`src/rtl/imuldiv_div_arbiter_pkg.sv`:
```
`default_nettype none
// ============================================================================
//  Module      : imuldiv_div_arbiter_pkg
//  Description : Shared message layouts and requester ids for the divider
//                arbiter and its source-tag FIFO.
//  Revision    : 1.0 - initial release
// ============================================================================
package imuldiv_div_arbiter_pkg;

    // Divider request message: {fn, a, b}
    localparam int IMULDIV_DIVREQ_MSG_SZ         = 65;
    localparam int IMULDIV_DIVREQ_MSG_FUNC_FIELD = 64;
    localparam int IMULDIV_DIVREQ_MSG_A_MSB      = 63;
    localparam int IMULDIV_DIVREQ_MSG_A_LSB      = 32;
    localparam int IMULDIV_DIVREQ_MSG_B_MSB      = 31;
    localparam int IMULDIV_DIVREQ_MSG_B_LSB      = 0;

    // Divider response message: {remainder, quotient}
    localparam int IMULDIV_DIVRESP_MSG_SZ        = 64;
    localparam int IMULDIV_DIVRESP_MSG_REM_MSB   = 63;
    localparam int IMULDIV_DIVRESP_MSG_REM_LSB   = 32;
    localparam int IMULDIV_DIVRESP_MSG_QUOT_MSB  = 31;
    localparam int IMULDIV_DIVRESP_MSG_QUOT_LSB  = 0;

    // Requester identifiers, also the payload of the source-tag FIFO
    typedef logic req_id_t;
    localparam req_id_t REQ_ID_0 = 1'b0;
    localparam req_id_t REQ_ID_1 = 1'b1;

endpackage
`default_nettype wire

```
`src/rtl/imuldiv_div_arbiter_tag_fifo.sv`:
```
`default_nettype none
// ============================================================================
//  Module      : imuldiv_div_tag_fifo
//  Description : In-order FIFO of 1-bit requester tags, one entry per divider
//                request in flight. Synchronous reset, no bypass: a pushed tag
//                becomes visible at the head only on the following cycle.
//  Revision    : 1.0 - initial release
// ============================================================================
module imuldiv_div_tag_fifo
    import imuldiv_div_arbiter_pkg::*;
#(
    parameter int DEPTH = 2
) (
    input  logic    clk,
    input  logic    reset,
    input  logic    push_i,
    input  req_id_t push_data_i,
    input  logic    pop_i,
    output logic    full_o,
    output logic    empty_o,
    output req_id_t head_o
);

    localparam int PTR_W = (DEPTH > 1) ? $clog2(DEPTH) : 1;
    localparam int CNT_W = $clog2(DEPTH + 1);

    logic [DEPTH-1:0] mem_q;
    logic [PTR_W-1:0] wr_ptr_q, wr_ptr_d;
    logic [PTR_W-1:0] rd_ptr_q, rd_ptr_d;
    logic [CNT_W-1:0] count_q,  count_d;
    logic             w_push_en;
    logic             w_pop_en;

    assign full_o    = (count_q == CNT_W'(DEPTH));
    assign empty_o   = (count_q == '0);
    assign head_o    = mem_q[rd_ptr_q];
    assign w_push_en = push_i && !full_o;
    assign w_pop_en  = pop_i && !empty_o;

    // Next pointers wrap at DEPTH (which need not fill the pointer width); count tracks occupancy
    always_comb begin
        wr_ptr_d = wr_ptr_q;
        rd_ptr_d = rd_ptr_q;
        count_d  = count_q;
        if (w_push_en) begin
            wr_ptr_d = (wr_ptr_q == PTR_W'(DEPTH - 1)) ? '0 : wr_ptr_q + PTR_W'(1);
        end
        if (w_pop_en) begin
            rd_ptr_d = (rd_ptr_q == PTR_W'(DEPTH - 1)) ? '0 : rd_ptr_q + PTR_W'(1);
        end
        if (w_push_en && !w_pop_en) begin
            count_d = count_q + CNT_W'(1);
        end else if (w_pop_en && !w_push_en) begin
            count_d = count_q - CNT_W'(1);
        end
    end

    // Register pointers, occupancy and tag storage
    always_ff @(posedge clk) begin
        if (reset) begin
            wr_ptr_q <= '0;
            rd_ptr_q <= '0;
            count_q  <= '0;
        end else begin
            wr_ptr_q <= wr_ptr_d;
            rd_ptr_q <= rd_ptr_d;
            count_q  <= count_d;
            if (w_push_en) begin
                mem_q[wr_ptr_q] <= push_data_i;
            end
        end
    end

endmodule
`default_nettype wire

```
`src/rtl/imuldiv_div_arbiter.sv`:
```
`default_nettype none
// ============================================================================
//  Module      : imuldiv_div_arbiter
//  Description : Shares one in-order iterative divider between two val/rdy
//                requesters. Round-robin request arbitration, source tags kept
//                in a FIFO, responses steered back to the issuing requester.
//                Zero added latency on both request and response paths.
//  Revision    : 1.0 - initial release
// ============================================================================
module imuldiv_div_arbiter
    import imuldiv_div_arbiter_pkg::*;
#(
    parameter int MAX_INFLIGHT = 2
) (
    input  logic                              clk,
    input  logic                              reset,

    input  logic                              req0_val,
    output logic                              req0_rdy,
    input  logic [IMULDIV_DIVREQ_MSG_SZ-1:0]  req0_msg,

    input  logic                              req1_val,
    output logic                              req1_rdy,
    input  logic [IMULDIV_DIVREQ_MSG_SZ-1:0]  req1_msg,

    output logic                              resp0_val,
    input  logic                              resp0_rdy,
    output logic [IMULDIV_DIVRESP_MSG_SZ-1:0] resp0_msg,

    output logic                              resp1_val,
    input  logic                              resp1_rdy,
    output logic [IMULDIV_DIVRESP_MSG_SZ-1:0] resp1_msg,

    output logic                              divreq_val,
    input  logic                              divreq_rdy,
    output logic [IMULDIV_DIVREQ_MSG_SZ-1:0]  divreq_msg,

    input  logic                              divresp_val,
    output logic                              divresp_rdy,
    input  logic [IMULDIV_DIVRESP_MSG_SZ-1:0] divresp_msg
);

    req_id_t prio_q, prio_d;
    req_id_t w_grant;
    req_id_t w_head;
    logic    w_fifo_full;
    logic    w_fifo_empty;
    logic    w_can_issue;
    logic    w_req_fire;
    logic    w_resp_fire;
    logic    w_head_rdy;

    // ------------------------------------------------------------------
    // Request side
    // ------------------------------------------------------------------
    assign w_can_issue = !reset && !w_fifo_full;

    // Grant the sole valid requester, or the priority holder on contention / idle
    always_comb begin
        w_grant = prio_q;
        if (req0_val && req1_val) begin
            w_grant = prio_q;
        end else if (req1_val) begin
            w_grant = REQ_ID_1;
        end else if (req0_val) begin
            w_grant = REQ_ID_0;
        end
    end

    assign divreq_val = w_can_issue && (req0_val || req1_val);
    assign divreq_msg = (w_grant == REQ_ID_1) ? req1_msg : req0_msg;
    assign req0_rdy   = w_can_issue && divreq_rdy && (w_grant == REQ_ID_0);
    assign req1_rdy   = w_can_issue && divreq_rdy && (w_grant == REQ_ID_1);
    assign w_req_fire = divreq_val && divreq_rdy;

    // A winning requester hands priority to the other one
    always_comb begin
        prio_d = w_req_fire ? ~w_grant : prio_q;
    end

    // Priority pointer register
    always_ff @(posedge clk) begin
        if (reset) begin
            prio_q <= REQ_ID_0;
        end else begin
            prio_q <= prio_d;
        end
    end

    // ------------------------------------------------------------------
    // Response side: head tag selects the destination; depends only on
    // the FIFO state, so resp rdy never reaches the request rdys.
    // ------------------------------------------------------------------
    assign w_head_rdy  = (w_head == REQ_ID_1) ? resp1_rdy : resp0_rdy;
    assign divresp_rdy = !reset && !w_fifo_empty && w_head_rdy;
    assign resp0_val   = !reset && divresp_val && !w_fifo_empty && (w_head == REQ_ID_0);
    assign resp1_val   = !reset && divresp_val && !w_fifo_empty && (w_head == REQ_ID_1);
    assign resp0_msg   = divresp_msg;
    assign resp1_msg   = divresp_msg;
    assign w_resp_fire = divresp_val && divresp_rdy;

    imuldiv_div_tag_fifo #(
        .DEPTH       (MAX_INFLIGHT)
    ) u_tag_fifo (
        .clk         (clk),
        .reset       (reset),
        .push_i      (w_req_fire),
        .push_data_i (w_grant),
        .pop_i       (w_resp_fire),
        .full_o      (w_fifo_full),
        .empty_o     (w_fifo_empty),
        .head_o      (w_head)
    );

    // The divider must never answer when nothing is outstanding
    a_no_resp_when_empty : assert property (
        @(posedge clk) disable iff (reset) !(divresp_val && w_fifo_empty)
    );

endmodule
`default_nettype wire

```
`config.mk`:
```
export PLATFORM = sky130hd
export DESIGN_NAME = imuldiv_div_arbiter
export DESIGN_NICKNAME = d
export VERILOG_FILES = /design/src/rtl/imuldiv_div_arbiter_pkg.sv /design/src/rtl/imuldiv_div_arbiter_tag_fifo.sv /design/src/rtl/imuldiv_div_arbiter.sv
export SDC_FILE = /design/constraint.sdc
export NUM_CORES = 1
export LEC_CHECK = 0
export ABC_AREA = 0
export BUFFER_PORTS_ARGS = -buffer_cell sky130_fd_sc_hd__buf_2
export CORE_AREA = 2 2 157 159
export DETAILED_ROUTE_END_ITERATION = 7
export DIE_AREA = 0 0 159 161
export GPL_ROUTABILITY_DRIVEN = 0
export GPL_TIMING_DRIVEN = 0
export PLACE_DENSITY = 0.35
export SLEW_MARGIN = 30
export SYNTH_ARGS = -nofsm -noshare
export SYNTH_HDL_FRONTEND = slang
export SYNTH_HIERARCHICAL = 1
export SYNTH_SLANG_ARGS = --single-unit
```
`constraint.sdc`:
```
create_clock -name clk -period 2.6 [get_ports clk]
set_clock_uncertainty 0.2 [all_clocks]
set_input_delay 0.13 -clock clk [delete_from_list [all_inputs] [get_ports clk]]
set_output_delay 0.13 -clock clk [all_outputs]
set_load 0.005 [all_outputs]
```
==> Yosys cells after proc, flatten, opt, wreduce, memory -nomap -nowiden <==
Cells that the tools add are included.
{ "classes": {"reduce_logical": 28, "eq_ne": 1, "n_addsub": 4, "n_mux": 14, "magnitude_cmp": 3, "multipliers": 0, "div_mod_pow": 0, "bitwise": 3, "n_shift": 0} }
{ "ops": {"columns": ["op", "n"], "rows": [
  ["two-way mux 65 bit", 1],
  ["logical AND 1 bit", 19],
  ["two-way mux 1 bit", 9],
  ["zero test 1 bit", 5],
  ["< comparator 1 x 2 -> 1 bit (second input constant)", 2],
  ["two-way mux 2 bit", 2],
  ["NOT 1 bit", 3],
  ["adder 1 bit (second input constant)", 2],
  ["adder 2 x 1 -> 2 bit (second input constant)", 1],
  ["bitwise mux 2 bit", 1],
  ["== test 2 bit (second input constant)", 1],
  ["zero test 2 bit", 1],
  ["AND reduction 2 bit", 1],
  ["nonzero test 2 bit", 1],
  ["subtractor 2 x 1 -> 2 bit (second input constant)", 1],
  ["demux 1 bit (select 1 bit)", 1],
  [">= comparator 1 bit (second input constant)", 1],
  ["logical OR 1 bit", 1]
]} }
{ "totals": {"latch_bits": 0, "in_bits": 202, "word_cells": 58, "mem_bits_ro": 0, "mem_count": 0, "register_bits": 7, "ram_bits": 0} }

==> Longest topological paths before layout <==
Gate-level depths: netlist (run 1).
{ "depth": {"ltp_word": 10, "depth_mapped": 9} }

==> Hierarchy <==
Netlist (run 1), hierarchy kept.
{ "modules_own_cells": {"columns": ["module", "cells_each", "n_inst", "area_each_um2", "seq_area_each_um2"], "rows": [
  ["imuldiv_div_arbiter", 219, 1, 1934.4, 20.0],
  ["imuldiv_div_tag_fifo", 27, 1, 274.0, 140.1]
]} }

==> Worst setup path before layout (run 1) <==
No wires, ideal clock.
{ "synth_timing": {"kind": "register to register", "start": "reg u_tag_fifo.rd_ptr_q", "end": "reg u_tag_fifo.count_q[1]", "arrival_time_ns": 1.823, "setup_ns": 0.070, "setup_slack_ns": 0.508, "t_required_ns": 2.330, "synth_period_minus_slack_ns": 2.092, "path_stages_with_launch": 8, "path_cell_list": "dfxtp_1 mux2_2 mux2i_1 nor2_1 o21ai_0 ha_1 or3_1 a21oi_1"} }
{ "synth_between": {"elab_chain_cells": 9, "word_cells_on_any_way": 11} }
{ "synth_rtl": {"columns": ["item", "line", "source"], "rows": [
  ["start, declared", "imuldiv_div_arbiter_tag_fifo.sv:29", "logic [PTR_W-1:0] rd_ptr_q, rd_ptr_d;"],
  ["start signal, assigned", "imuldiv_div_arbiter_tag_fifo.sv:66", "rd_ptr_q <= rd_ptr_d;"],
  ["two-way mux 1 bit (implied by the code) (*) (2 in series)", "imuldiv_div_arbiter_tag_fifo.sv:36", "assign head_o = mem_q[rd_ptr_q];"],
  ["net w_head", "imuldiv_div_arbiter.sv:45", "req_id_t w_head;"],
  ["two-way mux 1 bit (*)", "imuldiv_div_arbiter.sv:94", "assign w_head_rdy = (w_head == REQ_ID_1) ? resp1_rdy : resp0_rdy;"],
  ["logical AND 1 bit (*)", "imuldiv_div_arbiter.sv:95", "assign divresp_rdy = !reset && !w_fifo_empty && w_head_rdy;"],
  ["logical AND 1 bit (*)", "imuldiv_div_arbiter.sv:100", "assign w_resp_fire = divresp_val && divresp_rdy;"],
  ["net w_resp_fire", "imuldiv_div_arbiter.sv:50", "logic w_resp_fire;"],
  ["logical AND 1 bit (*)", "imuldiv_div_arbiter_tag_fifo.sv:38", "assign w_pop_en = pop_i && !empty_o;"],
  ["zero test 1 bit", "imuldiv_div_arbiter_tag_fifo.sv:51", "if (w_push_en && !w_pop_en) begin"],
  ["logical AND 1 bit", "imuldiv_div_arbiter_tag_fifo.sv:51", null],
  ["two-way mux 2 bit / nonzero test 2 bit (equally long branches)", null, null],
  ["end signal, assigned", "imuldiv_div_arbiter_tag_fifo.sv:67", "count_q <= count_d;"],
  ["end, declared", "imuldiv_div_arbiter_tag_fifo.sv:30", "logic [CNT_W-1:0] count_q, count_d;"]
]} }
The timed path passes the listed nets; every way through them passes the cells marked *. The select of a mux whose other input is x is not followed.
A chain may end at the register's enable or synchronous reset.

==> Worst setup path in the final report (run 1) <==
{ "layout_timing": {"start": "in req1_val", "end": "out divreq_msg[47]"} }
{ "layout_between": {"elab_chain_cells": 3, "word_cells_on_any_way": 4} }
{ "layout_rtl": {"columns": ["item", "line", "source"], "rows": [
  ["start, declared", "imuldiv_div_arbiter.sv:22", "input logic req1_val,"],
  ["two-way mux 1 bit / logical AND 1 bit (equally long branches)", "imuldiv_div_arbiter.sv:63, imuldiv_div_arbiter.sv:61", null],
  ["two-way mux 1 bit (*)", "imuldiv_div_arbiter.sv:61", "if (req0_val && req1_val) begin"],
  ["two-way mux 65 bit (*)", "imuldiv_div_arbiter.sv:71", "assign divreq_msg = (w_grant == REQ_ID_1) ? req1_msg : req0_msg;"],
  ["end, declared", "imuldiv_div_arbiter.sv:36", "output logic [IMULDIV_DIVREQ_MSG_SZ-1:0] divreq_msg,"]
]} }
Mark *: on every way between the ends. The rest lies on a longest branch, timed or not.

==> results_dict.tcl, run 1 <==
set metrics [dict create \
    run_status "completed" \
    fmax_mhz 429.1 \
    setup_tns_ns 0 \
    yosysUniqueCellTypes 24 \
    die_w_um 159 \
    drv_cap 0 \
    ctsRootBufferMaster "clkbuf_16" \
    hold_class "in2reg" \
    p_clk_frac 0.236 \
    syn-cell-area_um2 2208 \
    crit_path_start_kind "input pin" \
    syn_inst 246 \
    io-pin-count 401 \
    whs_ns 0.03142 \
    post_drt_wl_per_cell_um 10.33 \
    cts.sink_count 7 \
    drtIter0Drc 30 \
    finalCritPeriodShare 0.8963 \
    power.density_nw_per_um2 249.8 \
    finalNetCount 791 \
    dieArea_um2 25600 \
    ys_warn_count 6 \
    seq_area_frac_synth 0.07252 \
    p_leak_uw 0.002495 \
    cts_tree "yes" \
    relSlewSlack 0.7886 \
    num-fill-cells 2739 \
    drc 0 \
    post_cts_buffers 0 \
    synth-seq-cells 7 \
    cts_made_buffers 3 \
    drtPass1Iterations 4 \
    grt.overflow.total 0 \
    seqPwrFrac 0.116 \
    ant_nets 0 \
    synth_nets 449 \
    grt_start_max_net_pins 14 \
    initial_core_util 0.09216 \
    cts_hold_buf 1 \
    drt_wl_total_um 9446 \
    final_common_cell "buf_2" \
    worstSetupEndpointType "output port" \
    io_buffers 336 \
    grt_use_total 0.06607 \
    crit_required_ns 2.27 \
    core_area_um2 23960 \
    p_int_uw 787.5 \
    vias 2789 \
    avgSynthCellArea_um2 8.977 \
    post-dp-hpwl_um 8802 \
    insertion_delay_ns 0.23 \
    cp_data_arrival_time_ns 2.00 \
    share_comb_of_total_power 0.648 \
    final_area_um2 4392 \
    place_area_um2 4295 \
    swShare 0.2822 \
    tightest_slew_ns 0.3138 \
    htree_levels 1 \
    drive_gt1_frac 0.9233 \
    ctsResizeCount 0 \
    antenna_found_initial 3 \
    grt_pass1_vias 2768 \
    peakVddDrop_mv 0.2058 \
    area_delta_synth_final_pct 98.87 \
    critPathKind "in2out" \
    avgViaCountPerCell 3.051 \
    finalCriticalPeriod_ns 2.330 \
    hold_viol 0 \
    clk_pin_slew_ns 0.04 \
    cp_max_fo 10 \
    grt_pass1_wl_um 13720 \
    power.total_uw 1097 \
    clockBufferDepth 2 \
    dieHeight_um 161 \
    maxSlewViolCount 0 \
    layout_common_cells "buf_2 (340), buf_4 (128), mux2_2 (49)" \
    rsz0062_at_grt "false" \
    p_sw_uw 309.6 \
    rows 57 \
    setup_violations 0 \
]
-- worst max-delay path, cell delays in order --
cell           delay [ns]
dlygate4sd3_1        0.53
buf_2                0.14
maj3_2               0.40
buf_6                0.19
buf_6                0.16
mux2_4               0.31
buf_2                0.13
-- final cells by class --
class	instances	area (um^2)	share of cell area
diodes	3	7.507	0.001709
plain buffers	135	1015	0.2311
clock buffers	4	78.83	0.01795
inverters	3	11.26	0.002564
multi-input cells	101	1022	0.2328
flip-flops and latches	7	160.2	0.03647
well taps	324	405.4	0.09231
repair buffers	337	1692	0.3852
-- routing by layer --
layer,global-route usage,part of all wire,vias to the layer above
li1,-,-,1381
met1,0.05442,0.29,1179
met2,0.1490,0.60,225
met3,0.01489,0.10,4
met4,0.02025,0.011,0
met5,0,0,-
-- worst paths after layout --
check                                        start                                 end  slack (ns)  cells past startpoint
setup / recovery                          req1_val                      divreq_msg[47]        0.27                      7
hold / removal                               reset    u_tag_fifo/rd_ptr_q$_SDFFE_PP0P_        0.03                      2
hold reg to reg                prio_q$_SDFFE_PP0P_                 prio_q$_SDFFE_PP0P_        0.30                      1
setup reg to reg  u_tag_fifo/rd_ptr_q$_SDFFE_PP0P_  u_tag_fifo/count_q[1]$_SDFFE_PP0P_        0.34                      7
-- synth_stat cells --
master | instances | area share
a21oi_1 | 3 | 0.0068
dfxtp_1 | 5 | 0.045
xor2_1 | 3 | 0.012
mux2_2 | 49 | 0.25
nor2b_2 | 1 | 0.0040
maj3_2 | 1 | 0.0051
a311oi_1 | 1 | 0.0040
mux2i_1 | 1 | 0.0045
nand2b_1 | 2 | 0.0057
nor3_1 | 5 | 0.011
or3_1 | 2 | 0.0057
nor3b_1 | 2 | 0.0068
inv_1 | 3 | 0.0051
nor2_1 | 7 | 0.012
edfxtp_1 | 2 | 0.027
mux2_4 | 17 | 0.12
nor2b_1 | 1 | 0.0028
ha_1 | 1 | 0.0057
buf_2 | 4 | 0.0091
nand2_1 | 1 | 0.0017
buf_4 | 128 | 0.44
and3_1 | 1 | 0.0028
buf_6 | 3 | 0.015
o21ai_0 | 3 | 0.0068
-- through the flow --
stage,std cells,utilization,setup WS (ns)
2_1_floorplan,246,-,0.5075
3_3_place_gp,906,0.1793,0.3439
3_5_place_dp,906,0.1793,0.3206
4_1_cts,911,0.1830,0.2131
5_1_grt,914,0.1833,0.1582
6_report,914,0.1833,0.2696
-- registers in the layout, summed over array words and instances (netlist names) --
name	cells
u_tag_fifo/mem_q	2
prio_q	1
u_tag_fifo/rd_ptr_q	1
u_tag_fifo/wr_ptr_q	1
u_tag_fifo/count_q	2
-- power groups by stage --
stage          clock, uW  combinational (uW)  sequential [uW]
3_5_place_dp           0                 722              128
4_1_cts              266                 725              127
6_report             259                 711              127
5_1_grt              278                 771              128
3_3_place_gp           0                 729              129
2_1_floorplan          0                 386              127
-- cell families after synthesis --
kind of cell    after synthesis  synth area share
buf+inv                     138            0.4646
compound gates                7           0.01756
xor+xnor                      3           0.01190
simple gates                 22           0.05269
mux                          67            0.3700
fa+ha+maj                     2           0.01076
flops                         7           0.07252
Note: power is estimated with default switching activity, not from simulation.
==> run 2, diff against run 1 <==
--- a/config.mk
+++ b/config.mk
@@ -12,9 +12,9 @@
 export DIE_AREA = 0 0 159 161
 export GPL_ROUTABILITY_DRIVEN = 0
 export GPL_TIMING_DRIVEN = 0
-export PLACE_DENSITY = 0.35
+export MAX_ROUTING_LAYER = met4
+export PLACE_DENSITY = 0.41
 export SLEW_MARGIN = 30
 export SYNTH_ARGS = -nofsm -noshare
 export SYNTH_HDL_FRONTEND = slang
-export SYNTH_HIERARCHICAL = 1
 export SYNTH_SLANG_ARGS = --single-unit
==> run 2 against run 1 <==
Synthesized cell count down 2.0%. Critical path type unchanged. Highest routed layer unchanged. Final cell count shrank 0.88%. Wire length grew 10%. Combinational power shrank 3%. Global-route usage rose by 0.84 points. Non-clock buffer count is the same. Total power decreased by 1.4%. Sequential share of layout area hardly changed. Largest power group unchanged.
==> results_dict.tcl, run 2 <==
set metrics [dict create \
    clk_pin_slew_ns 0.04 \
    maxSlewViolCount 0 \
    grt.overflow.total 0 \
    htree_levels 1 \
    netlist_top_cells_area "buf_4 (44%), mux2_2 (25%), mux2_4 (12%)" \
    dieArea_um2 25600 \
    cts_hold_buf 1 \
    run_status "completed" \
    grt_start_max_net_pins 12 \
    io_buffers 335 \
    synth.most_common_cell "buf_4" \
    avgViaCountPerCell 2.954 \
    slowest_stage "dlygate4sd3_1" \
    ant_nets 0 \
    final_area_um2 4375 \
    relSlewSlack 0.5206 \
    largestRegisters "u_tag_fifo.count_q: 2 flops, u_tag_fifo.mem_q: 2 flops" \
    clockBufferDepth 2 \
    cts_made_buffers 3 \
    drtPass1Iterations 4 \
    yosysUniqueCellTypes 25 \
    synthArstFlopShare 0 \
    cp_top_family "buffers and inverters" \
    initial_core_util 0.09190 \
    post_drt_wl_per_cell_um 11.50 \
    r2r_cells 6 \
    r2r-end "u_tag_fifo.count_q[1]$_SDFFE_PP0P_" \
    power.density_nw_per_um2 247.2 \
    crit_required_ns 2.27 \
    dieHeight_um 161 \
    tightest_slew_ns 0.7176 \
    crit_path_max_incr_delay_ns 0.55 \
    setup_tns_ns 0 \
    finalCriticalPeriod_ns 2.350 \
    crit_path_start_kind "input pin" \
    syn-cell-area_um2 2202 \
    rows 57 \
    regToRegSetupSlack_ns 0.34 \
    die_w_um 159 \
    io-pin-count 401 \
    cp_max_fo 10 \
    hp-start "reset" \
    synth_nets 444 \
    crit_buf_inv 5 \
    ys.flop_type "dfxtp_1" \
    grt_use_total 0.07448 \
    seq_area_frac_synth 0.07273 \
    ys_warn_count 0 \
    min_to "u_tag_fifo.wr_ptr_q$_SDFFE_PP0P_" \
    drc 0 \
    worstReg2RegStart "u_tag_fifo.count_q[0]$_SDFFE_PP0P_" \
    peakVddDrop_mv 0.1395 \
    place_area_um2 4284 \
    core_area_um2 23960 \
    finalNetCount 785 \
    cts.sink_count 7 \
    antenna_found_initial 1 \
    drv_cap 0 \
    synth_area_leader_cell "buf_4" \
    drive_gt1_frac 0.9346 \
    setup_violations 0 \
    ctsResizeCount 0 \
    insertion_delay_ns 0.23 \
    cts_tree "yes" \
    path_cells "dlygate4sd3_1 -> buf_2 -> maj3_2 -> buf_6 -> buf_6 -> mux2_4 -> buf_2" \
    finalCritPeriodShare 0.9038 \
    vias 2676 \
    post-dp-hpwl_um 9713 \
    p_leak_uw 0.002473 \
    synth_common_cells "buf_4 (128), mux2_2 (48), mux2_4 (17)" \
    rsz0062_at_grt "false" \
    grt_pass1_vias 2640 \
    critPathKind "in2out" \
    drt_wl_total_um 10420 \
    synth.top_cell.area_share 0.4364 \
    synth-seq-cells 7 \
    layout_common_cells "buf_2 (340), buf_4 (128), mux2_2 (48)" \
    syn_inst 241 \
    fmax_mhz 425.5 \
    worstSetupEndpointType "output port" \
    area_delta_synth_final_pct 98.69 \
    avgSynthCellArea_um2 9.137 \
    hold_viol 0 \
    hold_depth 2 \
    ctsRootBufferMaster "clkbuf_16" \
    grt_pass1_wl_um 14460 \
    drtIter0Drc 41 \
    final_common_cell "buf_2" \
    cp_data_arrival_time_ns 2.02 \
    hold_class "in2reg" \
    post_cts_buffers 0 \
    synth_edf_count 2 \
]
-- run 2: how the worst max path moves through the flow --
stage | cells after the start | slack [ns] | to | startpoint
floorplan | 6 | 0.44 | u_tag_fifo.count_q[1]$_SDFFE_PP0P_ | u_tag_fifo.count_q[0]$_SDFFE_PP0P_
global route | 7 | 0.16 | divreq_msg[36] | req1_val
CTS | 7 | 0.20 | divreq_msg[36] | req1_val
detailed placement | 6 | 0.35 | u_tag_fifo.count_q[1]$_SDFFE_PP0P_ | u_tag_fifo.count_q[0]$_SDFFE_PP0P_
finish | 7 | 0.25 | divreq_msg[30] | req1_val
global placement | 6 | 0.34 | u_tag_fifo.count_q[1]$_SDFFE_PP0P_ | u_tag_fifo.count_q[0]$_SDFFE_PP0P_
-- run 2: logic make-up after synthesis --
family                   synth area share
XOR/XNOR                          0.01193
adder cells (fa/ha/maj)           0.01079
flip-flops                        0.07273
AO/OA/AOI/OAI                     0.01534
multiplexers                       0.3705
AND/OR/NAND/NOR                   0.05398
buffers and inverters              0.4648
-- run 2: cell type report --
class | count | area (um^2)
Multi-Input combinational cell | 97 | 1018
Sequential cell | 7 | 160.2
Timing Repair Buffer | 336 | 1687
Antenna cell | 1 | 2.502
Inverter | 1 | 3.754
Tap cell | 324 | 405.4
Buffer | 136 | 1020
Clock buffer | 4 | 78.83
Fill cell | 2741 | 19590
-- run 2: per-layer routing --
| metal | routed length (um) | vias to the layer above | GRT usage |
|---|---|---|---|
| li1 | - | 1355 | - |
| met1 | 3461 | 1128 | 0.07341 |
| met2 | 6116 | 191 | 0.1551 |
| met3 | 824 | 2 | 0.01361 |
| met4 | 14 | 0 | 0.006612 |
| met5 | 0 | - | - |
-- run 2: power by group --
group / switching [uW] / internal, uW
Combinational: 239 / 453
Sequential: 6.68 / 121
Clock: 57.6 / 204
Total: 303 / 779
-- run 2: stage by stage --
step                total power (uW)  worst slack, ns  hold WS [ns]  std cells    util
floorplan                      504.1           0.4430       0.04613        241       -
global placement               832.2           0.3408        0.1704        900  0.1788
detailed placement             829.9           0.3458        0.1856        900  0.1788
CTS                             1105           0.2035       0.01901        905  0.1825
global route                    1159           0.1636       0.04016        905  0.1825
finish                          1082           0.2500       0.02347        906  0.1826
==> run 3, diff against run 2 <==
--- a/config.mk
+++ b/config.mk
@@ -13,7 +13,7 @@
 export GPL_ROUTABILITY_DRIVEN = 0
 export GPL_TIMING_DRIVEN = 0
 export MAX_ROUTING_LAYER = met4
-export PLACE_DENSITY = 0.41
+export PLACE_DENSITY_LB_ADDON = 0.12
 export SLEW_MARGIN = 30
 export SYNTH_ARGS = -nofsm -noshare
 export SYNTH_HDL_FRONTEND = slang
==> run 3 against run 2 <==
Count of clock-buffer cells in the layout unchanged. Global-route usage down 0.80 points. Combinational power shrank 0.7%. Sequential share of layout area about the same. Total power decreased by 0.68%. Register-to-register slack got worse by 0.05 ns. Via count increased by 2.6%. Largest cell class unchanged.
==> results_dict.tcl, run 3 (same netlist as run 2, synthesis figures left out) <==
set metrics [dict create \
    run_status "completed" \
    layout_common_cells "buf_2 (340), buf_4 (128), mux2_2 (48)" \
    grt.overflow.total 0 \
    rows 57 \
    hold_depth 2 \
    largestRegisters "u_tag_fifo.count_q: 2 flops, u_tag_fifo.mem_q: 2 flops" \
    grt_pass1_vias 2718 \
    p_clk_frac 0.241 \
    dieHeight_um 161 \
    insertion_delay_ns 0.23 \
    diodes 0 \
    drtPass1Iterations 3 \
    io-pin-count 401 \
    share_comb_of_total_power 0.640 \
    cp_common_cell "mux2i_1" \
    critPathKind "reg2reg" \
    met1_usage 0.06455 \
    num-fill-cells 2757 \
    path_cells "mux2i_1 -> mux2i_1 -> or2_2 -> ha_1 -> or3_1 -> a21oi_1" \
    post_drt_wl_per_cell_um 10.44 \
    fmax_mhz 432.8 \
    slowest_stage "dfxtp_1" \
    timing.final.ws_setup_ns 0.2896 \
    dp_slack_ns 0.2146 \
    grt_pass1_wl_um 13460 \
    hold_viol 0 \
    dieArea_um2 25600 \
    drt_wl_total_um 9448 \
    grt_start_max_net_pins 12 \
    post-dp-hpwl_um 8826 \
    p_leak_uw 0.002473 \
    multi_input_area_um2 1018 \
    drv_cap 0 \
    busiest_layer "met2" \
    area_delta_synth_final_pct 98.58 \
    cts_tree "yes" \
    peakVddDrop_mv 0.2315 \
    ant_nets 0 \
    crit_path_max_incr_delay_ns 0.35 \
    vias 2746 \
    seqPwrFrac 0.119 \
    die_w_um 159 \
    drtIter0Drc 47 \
    relSlewSlack 0.5145 \
    cts_made_buffers 3 \
    finalNetCount 785 \
    htree_levels 1 \
    antenna_found_initial 0 \
    maxSlewViolCount 0 \
    avgViaCountPerCell 3.034 \
    grt_use_total 0.06645 \
    drc 0 \
    crit_required_ns 2.55 \
    hold_class "in2reg" \
    clk_pin_slew_ns 0.04 \
    setup_violations 0 \
    whs_ns 0.02544 \
    cp_max_fo 4 \
    io_buffers 335 \
    setup_tns_ns 0 \
    worstSetupEndpointType "register" \
    initial_core_util 0.09190 \
    clockBufferDepth 2 \
    p_int_uw 778.4 \
    cts.sink_count 7 \
    finalCritPeriodShare 0.8886 \
    cp_data_arrival_time_ns 2.26 \
    crit_path_start_kind "register" \
    rsz0062_at_grt "false" \
    p_sw_uw 295.9 \
    tightest_slew_ns 0.7266 \
    use_met3 0.01798 \
    drive_gt1_frac 0.9346 \
    finalCriticalPeriod_ns 2.310 \
    regArea_um2 160.2 \
    ctsRootBufferMaster "clkbuf_16" \
    final_common_cell "buf_2" \
    r2r_cells 6 \
    power.density_nw_per_um2 245.7 \
    grt_util_met2 0.1350 \
    core_area_um2 23960 \
    swShare 0.2754 \
    ctsResizeCount 0 \
]
==> run 3: cell types whose count changed in the layout (fill, tap and decap cells not counted) <==
cell and change:
diode_2 -1
==> run 3: area by class of cell <==
| cell class | instances | area share |
|---|---|---|
| Timing Repair Buffer | 336 | 0.3857 |
| Buffer | 136 | 0.2332 |
| Multi-Input combinational cell | 97 | 0.2329 |
| Tap cell | 324 | 0.09270 |
| Sequential cell | 7 | 0.03662 |
| Clock buffer | 4 | 0.01803 |
| Inverter | 1 | 0.0008584 |
==> run 3: layer usage <==
layer,part of all wire,wire length [um]
met1,0.32,3052
met4,0.0038,36
met5,0,0
met3,0.10,968
met2,0.57,5391
==> run 3: worst paths after layout <==
path | from | endpoint | slack, ns
max | u_tag_fifo.rd_ptr_q$_SDFFE_PP0P_ | u_tag_fifo.count_q[1]$_SDFFE_PP0P_ | 0.29
min | reset | u_tag_fifo.wr_ptr_q$_SDFFE_PP0P_ | 0.03
max reg2reg | u_tag_fifo.rd_ptr_q$_SDFFE_PP0P_ | u_tag_fifo.count_q[1]$_SDFFE_PP0P_ | 0.29
min reg2reg | prio_q$_SDFFE_PP0P_ | prio_q$_SDFFE_PP0P_ | 0.29
==> run 3: what timing repair did <==
action                    in CTS  in global routing
hold endpoints to repair       1                  0
setup buffers                  0                  0
hold buffers                   1                  0
==> run 3: per-stage QoR <==
step	util	cell area, um^2	std cells	power [uW]
floorplan	-	2202	241	504.1
finish	0.1825	4373	905	1074
CTS	0.1825	4373	905	1096
detailed placement	0.1788	4284	900	829.3
global placement	0.1788	4284	900	834.9
global route	0.1825	4373	905	1154
==> run 3: worst max-delay path, delay by kind of cell (launching register included) <==
family,cells,cell delay [ns]
simple gates,2,0.66
mux,2,0.54
flops,1,0.35
fa+ha+maj,1,0.33
compound gates,1,0.16
==> run 3: power by group through the flow <==
| stage | sequential, uW | combinational, uW | clock (uW) |
|---|---|---|---|
| finish | 128 | 687 | 259 |
| floorplan | 128 | 376 | 0 |
| CTS | 128 | 704 | 264 |
| global placement | 130 | 705 | 0 |
| detailed placement | 130 | 699 | 0 |
| global route | 129 | 750 | 274 |
